$ cat src/rtl/rs_sec_decoder.sv
// Single-symbol-correcting Reed-Solomon decoder (roots alpha, alpha^2) over GF(2^SYM_W).
// Define RS_SEC_DECODER_ERR_CNT_EN to add saturating fixed/uncorrectable event counters.
module rs_sec_decoder #(
    parameter int SYM_W     = 3,
    parameter int PRIM_POLY = 11,
    localparam int N        = (1 << SYM_W) - 1
) (
    input  logic                 clk,
    input  logic                 reset,
    input  logic                 in_valid,
    output logic                 in_ready,
    input  logic [N*SYM_W-1:0]   codeword,
    output logic                 out_valid,
    input  logic                 out_ready,
    output logic [N*SYM_W-1:0]   corrected,
    output logic                 err_fixed,
    output logic                 err_uncorr,
    output logic [SYM_W-1:0]     err_pos
`ifdef RS_SEC_DECODER_ERR_CNT_EN
    ,
    output logic [15:0]          fixed_cnt,
    output logic [15:0]          uncorr_cnt
`endif
);

    localparam int               CW_W    = N * SYM_W;
    localparam logic [SYM_W-1:0] POLY_LO = SYM_W'(PRIM_POLY);
    localparam logic [SYM_W-1:0] LAST    = SYM_W'(N);

    typedef enum logic [2:0] {IDLE, SYND, LOCATE, FIX, DONE} state_t;

    function automatic logic [SYM_W-1:0] mul_alpha(input logic [SYM_W-1:0] x);
        return {x[SYM_W-2:0], 1'b0} ^ (x[SYM_W-1] ? POLY_LO : '0);
    endfunction

    function automatic logic [SYM_W-1:0] mul_alpha2(input logic [SYM_W-1:0] x);
        return mul_alpha(mul_alpha(x));
    endfunction

    // Inverse of mul_alpha: an odd value had the reduction polynomial folded in.
    function automatic logic [SYM_W-1:0] div_alpha(input logic [SYM_W-1:0] x);
        logic [SYM_W-1:0] r;
        if (x[0]) begin
            r = (x ^ POLY_LO) >> 1;
            r[SYM_W-1] = 1'b1;
        end else begin
            r = x >> 1;
        end
        return r;
    endfunction

`ifdef RS_SEC_DECODER_ERR_CNT_EN
    function automatic logic [15:0] sat_inc(input logic [15:0] v);
        return (v == 16'hFFFF) ? v : v + 16'd1;
    endfunction
`endif

    state_t           state;
    logic [SYM_W-1:0] cnt;
    logic [CW_W-1:0]  cw_reg;
    logic [SYM_W-1:0] s1;
    logic [SYM_W-1:0] s2;
    logic [SYM_W-1:0] t_acc;
    logic [SYM_W-1:0] y_acc;
    logic             found;
    logic [SYM_W-1:0] loc_pos;
    logic [SYM_W-1:0] loc_val;

    logic [SYM_W-1:0] sym_k;
    logic [CW_W-1:0]  fix_mask;

    always_comb begin
        sym_k    = SYM_W'(cw_reg >> (int'(cnt) * SYM_W));
        fix_mask = CW_W'(loc_val) << (int'(loc_pos) * SYM_W);
    end

    always_ff @(posedge clk) begin
        if (reset) begin
            state      <= IDLE;
            cnt        <= '0;
            in_ready   <= 1'b1;
            out_valid  <= 1'b0;
            err_fixed  <= 1'b0;
            err_uncorr <= 1'b0;
            err_pos    <= '0;
            corrected  <= '0;
`ifdef RS_SEC_DECODER_ERR_CNT_EN
            fixed_cnt  <= '0;
            uncorr_cnt <= '0;
`endif
        end else begin
            case (state)
                IDLE: begin
                    if (in_valid) begin
                        cw_reg   <= codeword;
                        s1       <= '0;
                        s2       <= '0;
                        cnt      <= SYM_W'(N - 1);
                        in_ready <= 1'b0;
                        state    <= SYND;
                    end
                end

                // ---- syndrome stage: Horner, highest-index symbol first
                SYND: begin
                    s1 <= mul_alpha(s1) ^ sym_k;
                    s2 <= mul_alpha2(s2) ^ sym_k;
                    if (cnt == '0) begin
                        state <= LOCATE;
                    end else begin
                        cnt <= cnt - 1'b1;
                    end
                end

                // ---- locate stage: cnt==0 seeds T/Y, cnt==j+1 tests position j
                LOCATE: begin
                    if (cnt == '0) begin
                        t_acc   <= s1;
                        y_acc   <= s1;
                        found   <= 1'b0;
                        loc_pos <= '0;
                        loc_val <= '0;
                    end else begin
                        if (!found && (t_acc == s2)) begin
                            found   <= 1'b1;
                            loc_pos <= cnt - 1'b1;
                            loc_val <= y_acc;
                        end
                        t_acc <= mul_alpha(t_acc);
                        y_acc <= div_alpha(y_acc);
                    end
                    if (cnt == LAST) begin
                        state <= FIX;
                    end else begin
                        cnt <= cnt + 1'b1;
                    end
                end

                // ---- fix stage: classify and register the result
                FIX: begin
                    if ((s1 == '0) && (s2 == '0)) begin
                        corrected  <= cw_reg;
                        err_fixed  <= 1'b0;
                        err_uncorr <= 1'b0;
                        err_pos    <= '0;
                    end else if ((s1 != '0) && (s2 != '0) && found) begin
                        corrected  <= cw_reg ^ fix_mask;
                        err_fixed  <= 1'b1;
                        err_uncorr <= 1'b0;
                        err_pos    <= loc_pos;
                    end else begin
                        corrected  <= cw_reg;
                        err_fixed  <= 1'b0;
                        err_uncorr <= 1'b1;
                        err_pos    <= '0;
                    end
                    out_valid <= 1'b1;
                    state     <= DONE;
                end

                DONE: begin
                    if (out_ready) begin
                        out_valid <= 1'b0;
                        in_ready  <= 1'b1;
                        state     <= IDLE;
`ifdef RS_SEC_DECODER_ERR_CNT_EN
                        if (err_fixed) fixed_cnt <= sat_inc(fixed_cnt);
                        if (err_uncorr) uncorr_cnt <= sat_inc(uncorr_cnt);
`endif
                    end
                end

                default: state <= IDLE;
            endcase
        end
    end

endmodule

$ cat config.mk
export PLATFORM = sky130hd
export DESIGN_NAME = rs_sec_decoder
export DESIGN_NICKNAME = d
export VERILOG_FILES = /design/src/rtl/rs_sec_decoder.sv
export SDC_FILE = /design/constraint.sdc
export NUM_CORES = 1
export LEC_CHECK = 0
export ABC_CLOCK_PERIOD_IN_PS = 8900
export CORE_ASPECT_RATIO = 0.75
export CORE_UTILIZATION = 40
export CTS_CLUSTER_DIAMETER = 100
export CTS_CLUSTER_SIZE = 10
export DETAILED_ROUTE_END_ITERATION = 6
export GPL_TIMING_DRIVEN = 0
export HOLD_SLACK_MARGIN = 0.06
export PLACE_DENSITY = 0.62
export SYNTH_ARGS = -nofsm -noshare
export SYNTH_HDL_FRONTEND = slang
export SYNTH_SLANG_ARGS = --single-unit
$ cat constraint.sdc
create_clock -name clk -period 8.9 [get_ports clk]
set_clock_uncertainty 0.2 [all_clocks]
set_input_delay 1.78 -clock clk [delete_from_list [all_inputs] [get_ports clk]]
set_output_delay 1.78 -clock clk [all_outputs]
set_load 0.05 [all_outputs]
==> report_table.html <==
<table>
<tr><th>Metric</th><th>Value</th></tr>
<tr><th colspan="2">Clock tree</th></tr>
<tr><td>Root Buffer Master</td><td>sky130_fd_sc_hd__clkbuf_16</td></tr>
<tr><td>Count of hold-fix buffers inserted at cts</td><td>0</td></tr>
<tr><td>Clock insertion delay at the later pin of the skew report</td><td>0.33 ns</td></tr>
<tr><td>Cts bufs inserted</td><td>9</td></tr>
<tr><td>Number of gates given a new drive strength after cts</td><td>0</td></tr>
<tr><td>Max Buffers Root-to-Sink</td><td>2</td></tr>
<tr><td>Number of H-tree levels</td><td>3</td></tr>
<tr><td>Post-CTS setup-driven buffer insertion count</td><td>0</td></tr>
<tr><td>Clock-pin slew on the worst setup and hold paths</td><td>0.05 ns</td></tr>
<tr><td>Sinks on Clock Net</td><td>74</td></tr>
<tr><td>CTS tree</td><td>built</td></tr>
<tr><th colspan="2">Placed design</th></tr>
<tr><td>Number of I/O port buffers</td><td>51</td></tr>
<tr><td>Area after DPL</td><td>4210 µm²</td></tr>
<tr><td>Hpwl dp</td><td>6570 µm</td></tr>
<tr><td>Routability congestion estimate</td><td>0.779</td></tr>
<tr><th colspan="2">Finish</th></tr>
<tr><td>Post-Layout Inst Area</td><td>4470 µm²</td></tr>
<tr><td>Fin util</td><td>52.4%</td></tr>
<tr><td>Multi-input logic area</td><td>1530 µm²</td></tr>
<tr><td>Register area</td><td>1880 µm²</td></tr>
<tr><td>Total Nets Final</td><td>423</td></tr>
<tr><td>Fraction of layout cells with a size suffix above 1</td><td>9.55%</td></tr>
<tr><td>N_diodes</td><td>0</td></tr>
<tr><td>Total of fill cells in the finished design</td><td>777</td></tr>
<tr><td>Area growth from synthesis to layout</td><td>26.0%</td></tr>
<tr><th colspan="2">Yosys</th></tr>
<tr><td>Syn. warnings</td><td>0</td></tr>
<tr><td>Syn_nets</td><td>360</td></tr>
<tr><td>Gate Count Post-Synth</td><td>331</td></tr>
<tr><td>Proportion of synthesized flip-flops having asynchronous set or reset</td><td>0%</td></tr>
<tr><td>Dominant cell type by area after synthesis</td><td>sky130_fd_sc_hd__edfxtp_1</td></tr>
<tr><td>Proportion of synthesized chip area in sequential cells</td><td>53.1%</td></tr>
<tr><td>Top area cells in the synthesized netlist</td><td>sky130_fd_sc_hd__edfxtp_1 34%, sky130_fd_sc_hd__dfxtp_1 19%, sky130_fd_sc_hd__xor2_1 6.7%, sky130_fd_sc_hd__a211oi_1 5.3%, sky130_fd_sc_hd__nand4_1 4.2%</td></tr>
<tr><td>Top FF cell, synth</td><td>sky130_fd_sc_hd__edfxtp_1</td></tr>
<tr><td>Synthesized cell area</td><td>3550 µm²</td></tr>
<tr><td>Average cell area after synthesis</td><td>10.7 µm²</td></tr>
<tr><td>Count of different cell masters after synthesis</td><td>46</td></tr>
<tr><td>Top cells by instance count after synthesis</td><td>40 x sky130_fd_sc_hd__edfxtp_1, 34 x sky130_fd_sc_hd__dfxtp_1, 33 x sky130_fd_sc_hd__nor2_1, 27 x sky130_fd_sc_hd__xor2_1, 25 x sky130_fd_sc_hd__a211oi_1</td></tr>
<tr><td>Area share of the largest cell type after synthesis</td><td>33.9%</td></tr>
<tr><td>EDFF count, synth</td><td>40</td></tr>
<tr><td>Most used standard cell by instance count after synthesis</td><td>sky130_fd_sc_hd__edfxtp_1</td></tr>
<tr><td>Number of flip-flops and latches in the synthesized netlist</td><td>74</td></tr>
<tr><th colspan="2">Floorplan</th></tr>
<tr><td>Die X</td><td>111 µm</td></tr>
<tr><td>Number of core rows</td><td>29</td></tr>
<tr><td>Die Height</td><td>83.6 µm</td></tr>
<tr><td>DIE AREA</td><td>9250 µm²</td></tr>
<tr><td>Top Ports</td><td>53</td></tr>
<tr><td>Effective utilization at floorplan</td><td>41.6%</td></tr>
<tr><td>Area of the core region</td><td>8530 µm²</td></tr>
<tr><th colspan="2">STA</th></tr>
<tr><td>Setup TNS</td><td>0 ns</td></tr>
<tr><td>Slew margin rel.</td><td>10.4%</td></tr>
<tr><td>Worst Hold Slack</td><td>0.255 ns</td></tr>
<tr><td>Pin slew with the least headroom to its limit</td><td>1.34 ns</td></tr>
<tr><td>Setup violations, final</td><td>0</td></tr>
<tr><td>Achievable clock frequency</td><td>279 MHz</td></tr>
<tr><td>Final critical-path share of the clock period</td><td>40.2%</td></tr>
<tr><td>Hold violation count in the final report</td><td>0</td></tr>
<tr><td>Final Critical Period</td><td>3.58 ns</td></tr>
<tr><td>Max Transition Viols Final</td><td>0</td></tr>
<tr><td>RSZ-0062 raised after global routing</td><td>false</td></tr>
<tr><th colspan="2">Setup path</th></tr>
<tr><td>Worst setup path class</td><td>in2reg</td></tr>
<tr><td>Capturing element type of the critical path</td><td>flop</td></tr>
<tr><td>Category of the worst setup path launch point</td><td>primary input</td></tr>
<tr><td>Data required time at the worst endpoint</td><td>8.70 ns</td></tr>
<tr><td>CP arrival</td><td>3.38 ns</td></tr>
<tr><td>Maximum fanout along the worst path</td><td>10</td></tr>
<tr><th colspan="2">Power</th></tr>
<tr><td>Power per standard cell area</td><td>223 nW/µm²</td></tr>
<tr><td>Highest ir drop seen on vdd</td><td>92.6 µV</td></tr>
<tr><td>Final total power</td><td>995 µW</td></tr>
<tr><td>Cell leakage power</td><td>1.52 nW</td></tr>
<tr><th colspan="2">Global route</th></tr>
<tr><td>Via count of the first global-routing pass</td><td>2562</td></tr>
<tr><td>Pin count of the biggest net entering global routing</td><td>14</td></tr>
<tr><td>Initial antenna violation count</td><td>0</td></tr>
<tr><td>Wire length of the first global-routing pass</td><td>13900 µm</td></tr>
<tr><td>Total grt overflow</td><td>0</td></tr>
<tr><td>Tot GR Track Use</td><td>19.7%</td></tr>
<tr><th colspan="2">Detailed routing</th></tr>
<tr><td>Routed wire per std cell</td><td>17.3 µm</td></tr>
<tr><td>Number of optimization iterations in the first detailed-route pass</td><td>4</td></tr>
<tr><td>Antenna Nets Post-Route</td><td>0</td></tr>
<tr><td>Total length of routed wires</td><td>8750 µm</td></tr>
<tr><td>Via-to-Cell Ratio</td><td>5.46</td></tr>
<tr><td>Number of design rule violations left after detail routing</td><td>0</td></tr>
<tr><td>Via count</td><td>2765</td></tr>
<tr><td>Initial drt markers</td><td>213</td></tr>
<tr><th colspan="2">Outcome</th></tr>
<tr><td>Status</td><td>completed</td></tr>
<tr><th colspan="2">Worst hold path</th></tr>
<tr><td>Class of the tightest hold or removal check</td><td>reg2reg</td></tr>
<tr><th colspan="2">Job</th></tr>
<tr><td>Max-cap viol count</td><td>0</td></tr>
</table>
==> area by class of cell <==
type                       count  area share [%]
clock inverter                 1           0.112
clock buffer                  14            5.68
buffer                        24            2.77
inverter                       4           0.336
multi-input combinational    229            34.3
sequential                    74            42.1
tap                          108            3.02
timing repair buffer          52            11.7
==> metrics by stage <==
step / std cells / worst slack, ns
after global routing: 506 / 5.25
after global placement: 490 / 3.62
after floorplan: 331 / 4.71
after CTS: 506 / 5.34
final: 506 / 5.32
after detailed placement: 491 / 5.02
==> worst max-delay path: stages <==
cell and delay, ns:
sky130_fd_sc_hd__buf_6 0.12, sky130_fd_sc_hd__nor3b_1 1.05, sky130_fd_sc_hd__o21a_1 0.43
==> power breakdown <==
group	internal, mW	switching, mW	total (mW)	leakage [nW]
clock network	0.195	0.129	0.323	0.127
logic	0.0991	0.152	0.251	0.747
registers	0.398	0.0220	0.420	0.647
==> kinds of logic after synthesis <==
kind of cell / Yosys count / share of synthesized area [%]
and+or+nand+nor: 123 / 19.0
buffers and inverters: 28 / 3.92
DFF: 74 / 53.1
xor gates and xnor gates: 30 / 7.41
AOI/OAI and AO/OA: 61 / 12.1
muxes: 11 / 3.14
adders and majority gates: 4 / 1.41
==> layer usage <==
layer  up-vias  GRT usage, %  share of wire (%)
met5         -             0                  0
met4         0          4.73               0.89
met3         7          5.23                6.5
met2        87          28.6                 43
met1      1321          29.0                 49
li1       1350             -                  -
==> final timing paths <==
| path | startpoint | endpoint | slack (ns) | depth (start not counted) |
|---|---|---|---|---|
| worst min register to register | err_pos[1] | err_pos[1] | 0.26 | 2 |
| worst max register to register | state[1] | found | 6.15 | 3 |
| worst min-delay path | err_pos[1] | err_pos[1] | 0.26 | 2 |
| worst max-delay path | reset | found | 5.32 | 3 |
==> layout by cell type (no fill, tap or decap), types with 5 or more instances in the layout <==
| master | n |
|---|---|
| sky130_fd_sc_hd__nor2_1 | 33 |
| sky130_fd_sc_hd__nor3_1 | 6 |
| sky130_fd_sc_hd__buf_2 | 12 |
| sky130_fd_sc_hd__nand4_1 | 24 |
| sky130_fd_sc_hd__nand3b_1 | 5 |
| sky130_fd_sc_hd__mux2i_1 | 10 |
| sky130_fd_sc_hd__clkdlybuf4s50_1 | 51 |
| sky130_fd_sc_hd__nand2_1 | 22 |
| sky130_fd_sc_hd__a21oi_1 | 16 |
| sky130_fd_sc_hd__dfxtp_1 | 34 |
| sky130_fd_sc_hd__a211oi_1 | 25 |
| sky130_fd_sc_hd__clkbuf_16 | 9 |
| sky130_fd_sc_hd__clkbuf_1 | 12 |
| sky130_fd_sc_hd__xor2_1 | 27 |
| sky130_fd_sc_hd__edfxtp_1 | 40 |
(Power assumes the default switching activity.)
